===== src/rtl/branch_predictor.sv =====
// Branch target buffer with 2-bit saturating direction counters.
//
// Purpose: direct-mapped table of ENTRIES entries. The IF stage looks up
// pc_i combinationally. The ID stage writes back resolved branches, and
// those writes become visible one cycle later. Mispredictions reported by
// ID are counted in a saturating statistics counter.
//
// Ports:
//   clk_i, rst_i       clock (rising edge), async active-high reset
//   pc_i               fetch address to look up
//   hit_o              valid entry with matching tag
//   pred_taken_o       hit and counter in WT/ST
//   pred_target_o      stored target if predicted taken, else pc_i+4
//   upd_valid_i        resolved branch this cycle
//   upd_pc_i           address of the resolved branch
//   upd_taken_i        actual outcome
//   upd_target_i       actual taken target
//   upd_mispredict_i   prediction was wrong (qualified by upd_valid_i)
//   inval_i            clear all valid bits
//   mispred_cnt_o      saturating misprediction count
module branch_predictor #(
    parameter int ENTRIES = 16,
    parameter int TAG_W   = 8,
    parameter int CNT_W   = 16
) (
    input  logic             clk_i,
    input  logic             rst_i,
    input  logic [31:0]      pc_i,
    output logic             hit_o,
    output logic             pred_taken_o,
    output logic [31:0]      pred_target_o,
    input  logic             upd_valid_i,
    input  logic [31:0]      upd_pc_i,
    input  logic             upd_taken_i,
    input  logic [31:0]      upd_target_i,
    input  logic             upd_mispredict_i,
    input  logic             inval_i,
    output logic [CNT_W-1:0] mispred_cnt_o
);

    localparam int IDX_W = $clog2(ENTRIES);

    localparam logic [1:0] SNT = 2'b00;
    localparam logic [1:0] WNT = 2'b01;
    localparam logic [1:0] WT  = 2'b10;
    localparam logic [1:0] ST  = 2'b11;

    logic             valid_q  [ENTRIES];
    logic [TAG_W-1:0] tag_q    [ENTRIES];
    logic [31:0]      target_q [ENTRIES];
    logic [1:0]       cnt_q    [ENTRIES];
    logic [CNT_W-1:0] mispred_cnt_q;

    logic [IDX_W-1:0] lk_idx;
    logic [TAG_W-1:0] lk_tag;
    logic [IDX_W-1:0] up_idx;
    logic [TAG_W-1:0] up_tag;
    logic             up_hit;
    logic [1:0]       up_cnt_d;

    assign lk_idx = pc_i[IDX_W+1:2];
    assign lk_tag = pc_i[IDX_W+TAG_W+1:IDX_W+2];
    assign up_idx = upd_pc_i[IDX_W+1:2];
    assign up_tag = upd_pc_i[IDX_W+TAG_W+1:IDX_W+2];

    // Bits outside index/tag do not participate in the lookup.
    logic unused_pc_bits;
    assign unused_pc_bits = ^{pc_i[31:IDX_W+TAG_W+2], pc_i[1:0],
                              upd_pc_i[31:IDX_W+TAG_W+2], upd_pc_i[1:0]};

    // Lookup reads only registered state, so a same-cycle update is not seen.
    assign hit_o         = valid_q[lk_idx] && (tag_q[lk_idx] == lk_tag);
    assign pred_taken_o  = hit_o && cnt_q[lk_idx][1];
    assign pred_target_o = pred_taken_o ? target_q[lk_idx] : (pc_i + 32'd4);
    assign mispred_cnt_o = mispred_cnt_q;

    assign up_hit = valid_q[up_idx] && (tag_q[up_idx] == up_tag);

    always_comb begin
        up_cnt_d = cnt_q[up_idx];
        if (upd_taken_i) begin
            if (cnt_q[up_idx] != ST) up_cnt_d = cnt_q[up_idx] + 2'd1;
        end else begin
            if (cnt_q[up_idx] != SNT) up_cnt_d = cnt_q[up_idx] - 2'd1;
        end
    end

    always_ff @(posedge clk_i or posedge rst_i) begin
        if (rst_i) begin
            for (int i = 0; i < ENTRIES; i++) begin
                valid_q[i]  <= 1'b0;
                tag_q[i]    <= '0;
                target_q[i] <= '0;
                cnt_q[i]    <= WNT;
            end
            mispred_cnt_q <= '0;
        end else begin
            // Invalidate suppresses any same-cycle table write so that no
            // entry can be left valid.
            if (inval_i) begin
                for (int i = 0; i < ENTRIES; i++) begin
                    valid_q[i] <= 1'b0;
                end
            end else if (upd_valid_i) begin
                if (up_hit) begin
                    cnt_q[up_idx] <= up_cnt_d;
                    if (upd_taken_i) target_q[up_idx] <= upd_target_i;
                end else if (upd_taken_i) begin
                    valid_q[up_idx]  <= 1'b1;
                    tag_q[up_idx]    <= up_tag;
                    target_q[up_idx] <= upd_target_i;
                    cnt_q[up_idx]    <= WT;
                end
            end

            if (upd_valid_i && upd_mispredict_i &&
                (mispred_cnt_q != {CNT_W{1'b1}})) begin
                mispred_cnt_q <= mispred_cnt_q + 1'b1;
            end
        end
    end

endmodule

===== config.mk =====
export PLATFORM = sky130hd
export DESIGN_NAME = branch_predictor
export DESIGN_NICKNAME = d
export VERILOG_FILES = /design/src/rtl/branch_predictor.sv
export SDC_FILE = /design/constraint.sdc
export NUM_CORES = 2
export LEC_CHECK = 0
export ABC_AREA = 1
export CORE_ASPECT_RATIO = 0.7
export CORE_MARGIN = 5
export CORE_UTILIZATION = 60
export DETAILED_ROUTE_END_ITERATION = 12
export GPL_ROUTABILITY_DRIVEN = 0
export PLACE_DENSITY = 0.86
export SKIP_CTS_REPAIR_TIMING = 1
export SYNTH_ARGS = -nofsm -noshare
export SYNTH_HDL_FRONTEND = slang
export SYNTH_SLANG_ARGS = --single-unit

===== constraint.sdc =====
create_clock -name clk_i -period 58.3 [get_ports clk_i]
set_clock_uncertainty 0.2 [all_clocks]
set_input_delay 11.66 -clock clk_i [delete_from_list [all_inputs] [get_ports clk_i]]
set_output_delay 11.66 -clock clk_i [all_outputs]
set_load 0.1 [all_outputs]

After elaboration in Yosys (flattened, before gate mapping)

Index checks and enable logic that the tools add are counted.

Register bits after elaboration: 704
Word-level logic and storage cells: 141
Bits of input ports: 102

Equal/unequal tests: 5
Reduce and logical (&&, ||, !) cells: 14
Magnitude comparators: 3
$add $sub $neg: 4
Muxes and demuxes: 42
Bitwise gates (word level): 8

Operators by type and width:

| kind                                                     | count |
|---|---|
| bitwise mux 512 bit                                      | 1 |
| 2-to-1 mux 32 bit                                        | 6 |
| binary-select mux 32 bit (select 4 bit)                  | 1 |
| bitwise mux 128 bit                                      | 1 |
| demux 32 bit (select 4 bit)                              | 1 |
| binary-select mux 8 bit (select 4 bit)                   | 2 |
| 2-to-1 mux 16 bit                                        | 4 |
| 2-to-1 mux 8 bit                                         | 5 |
| adder 32 x 3 -> 32 bit, second input constant            | 1 |
| bitwise mux 32 bit                                       | 1 |
| demux 8 bit (select 4 bit)                               | 1 |
| OR 16 bit                                                | 2 |
| adder 16 x 1 -> 16 bit, second input constant            | 1 |
| bitwise AND 16 bit                                       | 1 |
| binary-select mux 2 bit (select 4 bit)                   | 2 |
| == test 8 bit                                            | 2 |
| 2-to-1 mux 2 bit                                         | 8 |
| != test 16 bit, second input constant                    | 1 |
| inverter 16 bit                                          | 1 |
| greater-or-equal comparator 5 bit, second input constant | 2 |
| inverter 4 -> 5 bit                                      | 2 |
| AND reduction 3 bit                                      | 3 |
| binary-select mux 1 bit (select 4 bit)                   | 2 |
| demux 2 bit (select 4 bit)                               | 1 |
| other kinds (10)                                         | 24 |

Depth between registers and ports, before layout

Word-level depth: 10
Depth in mapped cells: 21
Depth with buffers taken out: 18

Worst setup path after synthesis

OpenSTA, ideal clock, no wires.

Path type: input port to output port
From: input port pc_i[3]
To: output port pred_target_o[6]
Path slack: 31158 ps
Data required time: 46440 ps
Path buffers: 3
Stages on the path: 13
Arrival time: 15282 ps
Path through: buf_2 > clkbuf_1 > o21ai_0 > o211ai_1 > nand3_1 > nand3_1 > nand2_1 > nor2_1 > nand2_1 > nor2_2 > nand3_1 > clkbuf_1 > o21ai_0

Word-level cells in the longest chain between the ends: 8

Ends and longest elaborated chain:

| element                                             | RTL line   | RTL |
|---|---|---|
| start: declaration                                  | 28         | `input logic [31:0] pc_i,` |
| inverter 4 -> 5 bit (not written as such)           | 72, 73, 74 |  |
| binary-select mux 8 bit (select 4 bit)              | 72         | `assign hit_o = valid_q[lk_idx] && (tag_q[lk_idx] == lk_tag);` |
| 2-to-1 mux 8 bit (not written as such) (2 in a row) | 72         |  |
| == test 8 bit                                       | 72         |  |
| logical AND 1 bit                                   | 72         |  |
| logical AND 1 bit                                   | 73         | `assign pred_taken_o = hit_o && cnt_q[lk_idx][1];` |
| 2-to-1 mux 32 bit *                                 | 74         | `assign pred_target_o = pred_taken_o ? target_q[lk_idx] : (pc_i + 32'd4);` |
| end: declaration                                    | 31         | `output logic [31:0] pred_target_o,` |

Mark *: on every way between the ends. The rest lies on a longest branch, timed or not. The select of a mux whose other input is x is not followed.

Final worst setup path

From: input port pc_i[4]
To: output port pred_target_o[2]

Word-level cells in the longest chain between the ends: 8

Ends and longest elaborated chain:

| element                                             | RTL line |
|---|---|
| inverter 4 -> 5 bit (not written as such) *         | 72, 73, 74 |
| binary-select mux 8 bit (select 4 bit)              | 72 |
| 2-to-1 mux 8 bit (not written as such) (2 in a row) | 72 |
| == test 8 bit                                       | 72 |
| logical AND 1 bit                                   | 72 |
| logical AND 1 bit                                   | 73 |
| 2-to-1 mux 32 bit *                                 | 74 |

Marked as above.

==> metrics.csv <==
stage;metric;value;unit
run_status;status;completed;
final_layout;nFillCells;4416;
critical_path;required;46.44;ns
routing;drt_iter0_markers;4954;
synth;async_flop_share;100;%
clock_network;cts_max_path_buffers;3;
grt;grt_start_max_net_pins;149;
routing;vias;32300;
routing;wire_per_inst;20.6;um
synth;synth_top_area_cell;dfrtp_1;
sta;setup_viol;0;
clock_network;clock-root-buffer;clkbuf_16;
synth;yosysSeqAreaShare;51.1;%
sta;worst_pin_slew;1.20;ns
critical_path;r2r-start;tag_q[96]$_DFFE_PP0P_;
synth;synth-compound-area-share;20.3;%
grt;grt.total_usage;32.9;%
critical_path;crit_fanout;47;
power;sw_frac_of_total;29.4;%
clock_network;h-tree-depth;3;
synth;yosysWarnings;0;
power;powerDensity;33.1;mW/mm^2
synth;synth_most_common_cell;nand2_1;
critical_path;critical_path_class;input port to output port;
synth;syn_inst;4377;
synth;synth_top_cell_area_share;49.9;%
power;combPwrFrac;16.1;%
clock_network;cts-buffers-inserted;69;
sta;period_needed;29.48;ns
sta;final.setup.tns;0;ns
sta;finalWorstSetupSlack;28.82;ns
grt;grt.overflow.total;0;
synth;synth-xor-area-share;0.990;%
synth;ys_types;49;
clock_network;tritoncts;yes;
min_path;hold_depth;2;
sta;hold_viol;0;
critical_path;reg2regPathDepth;14;
synth;netlist_area;0.0345;mm^2
place;hpwl;59.0;mm
min_path;hold_start;cnt_q[0]$_DFFE_PP1P_;
routing;vias_per_cell;6.34;
clock_network;clk_latency;0.61;ns
power;switching_power;0.000370;W
routing;firstDrtPassIters;9;
critical_path;cp-end-kind;output port;
place;dp_cells;4970;
sta;max_freq;0.0339;GHz
floorplan;die_h;211;um
synth;synthAdderAreaFrac;0.0725;%
sta;rsz0062_at_grt;no;
synth;synth-edff-count;0;
power;clkPwrFrac;36.9;%
run;max-cap-violations;0;
sta;max-slew-margin-rel;19.9;%
floorplan;core-area;0.0569;mm^2
final_layout;area_growth;10.1;%
final_layout;final_cell_count_no_fill;5099;
synth;synth_top_family_by_area;simple AND/OR/NAND/NOR gates;
synth;ys_top_cells_by_count;nand2_1 (1285), o21ai_0 (987), dfrtp_1 (688), nor2_1 (387), clkbuf_1 (231);
synth;syn_area_per_cell;7.88;um^2
grt;grt_pass1_wl;164;mm
synth;synthFlopType;dfrtp_1;
routing;drt_wl_total;105;mm
final_layout;drive_above_1_share;5.39;%
sta;finalMaxSlewViolations;0;
critical_path;cp-startpoint;pc_i[4];
critical_path;critPathLaunchType;input port;
floorplan;start_util;60.6;%
final_layout;seqCellArea;0.0176;mm^2
synth;synthSimpleGateAreaFrac;21.3;%
synth;ys_seq_elements;704;
floorplan;chipWidth;297;um
synth;synth_area_leaders;dfrtp_1 (50%), o21ai_0 (14%), nand2_1 (14%);
grt;grt_pass1_vias;29800;
floorplan;fp-row-count;73;
critical_path;cp.arrival;17.62;ns
power;p_total;0.00126;W
routing;ant_nets;0;
power;p_seq_share;47.0;%
final_layout;layout.nets;4395;
clock_network;clock_sinks;704;
synth;synth_mux_area_share;0;%
floorplan;die_area;0.0625;mm^2
sta;fin_crit_sh;50.6;%
grt;antenna_found_initial;5;
floorplan;pin_count;152;
power;p_int;0.000887;W
power;leakagePower;17.6;nW
power;ir_drop;0.0262;mV
routing;drc;0;
final_layout;multiInputGateArea;0.0148;mm^2
clock_network;clkTransAtPathRegs;0.06;ns
place;io_buffers;131;
synth;synth_nets;4481;
place;dp_slack;29.09;ns
min_path;hold_class;register to register;
[per-layer routing]
metal | share of wire, % | GRT usage (%) | vias up
met5 | 0.022 | 0 | -
met4 | 3.7 | 11.9 | 4
met3 | 15 | 10.6 | 383
met2 | 42 | 47.8 | 2304
met1 | 39 | 46.8 | 15300
li1 | - | - | 14400
[flip-flops by register name (all words and copies together) (netlist names)]
| register | count |
|---|---|
| cnt_q | 32 |
| target_q | 512 |
| valid_q | 16 |
| tag_q | 128 |
| mispred_cnt_o | 16 |
[final timing paths]
| kind | endpoint | slack (ns) |
|---|---|---|
| max | pred_target_o[2] | 28.82 |
| min | cnt_q[0]$_DFFE_PP1P_ | 0.26 |
| max reg2reg | valid_q[9]$_DFFE_PP0P_ | 54.92 |
| min reg2reg | cnt_q[0]$_DFFE_PP1P_ | 0.26 |
| max in group asynchronous | target_q[243]$_DFFE_PP0P_ | 43.09 |
| min in group asynchronous | target_q[34]$_DFFE_PP0P_ | 11.46 |
[area by class of cell]
type	count	area share, %
inverter	164	1.68
sequential	704	46.4
antenna	5	0.0329
timing repair buffer	174	4.32
multi-input combinational	3178	38.9
clock inverter	22	0.735
clock buffer	102	5.41
tap	750	2.47
[through the flow]
stage | util, % | cell area (um^2) | hold WS [ns]
after global routing | 66.7 | 38000 | 0.278
after detailed placement | 62.6 | 35600 | 0.255
after CTS | 66.7 | 38000 | 0.264
final | 66.7 | 38000 | 0.263
after floorplan | - | 34500 | 0.242
after global placement | 62.6 | 35600 | 0.253
[cells by family after synthesis]
| group | after synthesis |
|---|---|
| compound gates | 1299 |
| xor+xnor | 39 |
| fa+ha+maj | 2 |
| buf+inv | 495 |
| flops | 704 |
| simple gates | 1838 |
[cell usage in the layout, fill, tap and decap left out, drive strengths merged, types with 2 or more instances in the layout]
| cell type | n |
|---|---|
| o211a | 3 |
| nand2 | 1288 |
| nand3 | 112 |
| buf | 46 |
| o211ai | 45 |
| a21boi | 2 |
| inv | 162 |
| a221oi | 12 |
| o22ai | 70 |
| diode | 5 |
| ha | 2 |
| a21oi | 69 |
| bufinv | 6 |
| nor2 | 396 |
| clkinvlp | 3 |
| xor2 | 25 |
| nand4 | 27 |
| o221ai | 32 |
| xnor2 | 14 |
| nor4 | 3 |
| nor3 | 9 |
| clkinv | 15 |
| clkdlybuf4s50 | 127 |
| dfrtp | 688 |
| clkbuf | 103 |
| dfstp | 16 |
| a22oi | 12 |
| o21ai | 1037 |
| o2111ai | 16 |
[power by group through the flow]
stage	clock [W]	combinational, W	sequential, W
final	0.000464	0.000203	0.000591
after global routing	0.000483	0.000225	0.000597
after CTS	0.000464	0.000199	0.000589
after detailed placement	0	0.000197	0.000596
after global placement	0	0.000190	0.000594
after floorplan	0	0.000131	0.000604
[critical path, cell delays in order]
cell and delay (ns):
buf_2 0.36, buf_4 0.72, inv_1 0.61, buf_4 0.46, o211ai_1 0.18, nand3_1 0.26
nand3_1 0.20, nand2_1 0.10, nor3_4 0.31, nand3_2 0.86, o21ai_2 0.60, clkdlybuf4s50_1 1.22
(Power assumes the default switching activity.)
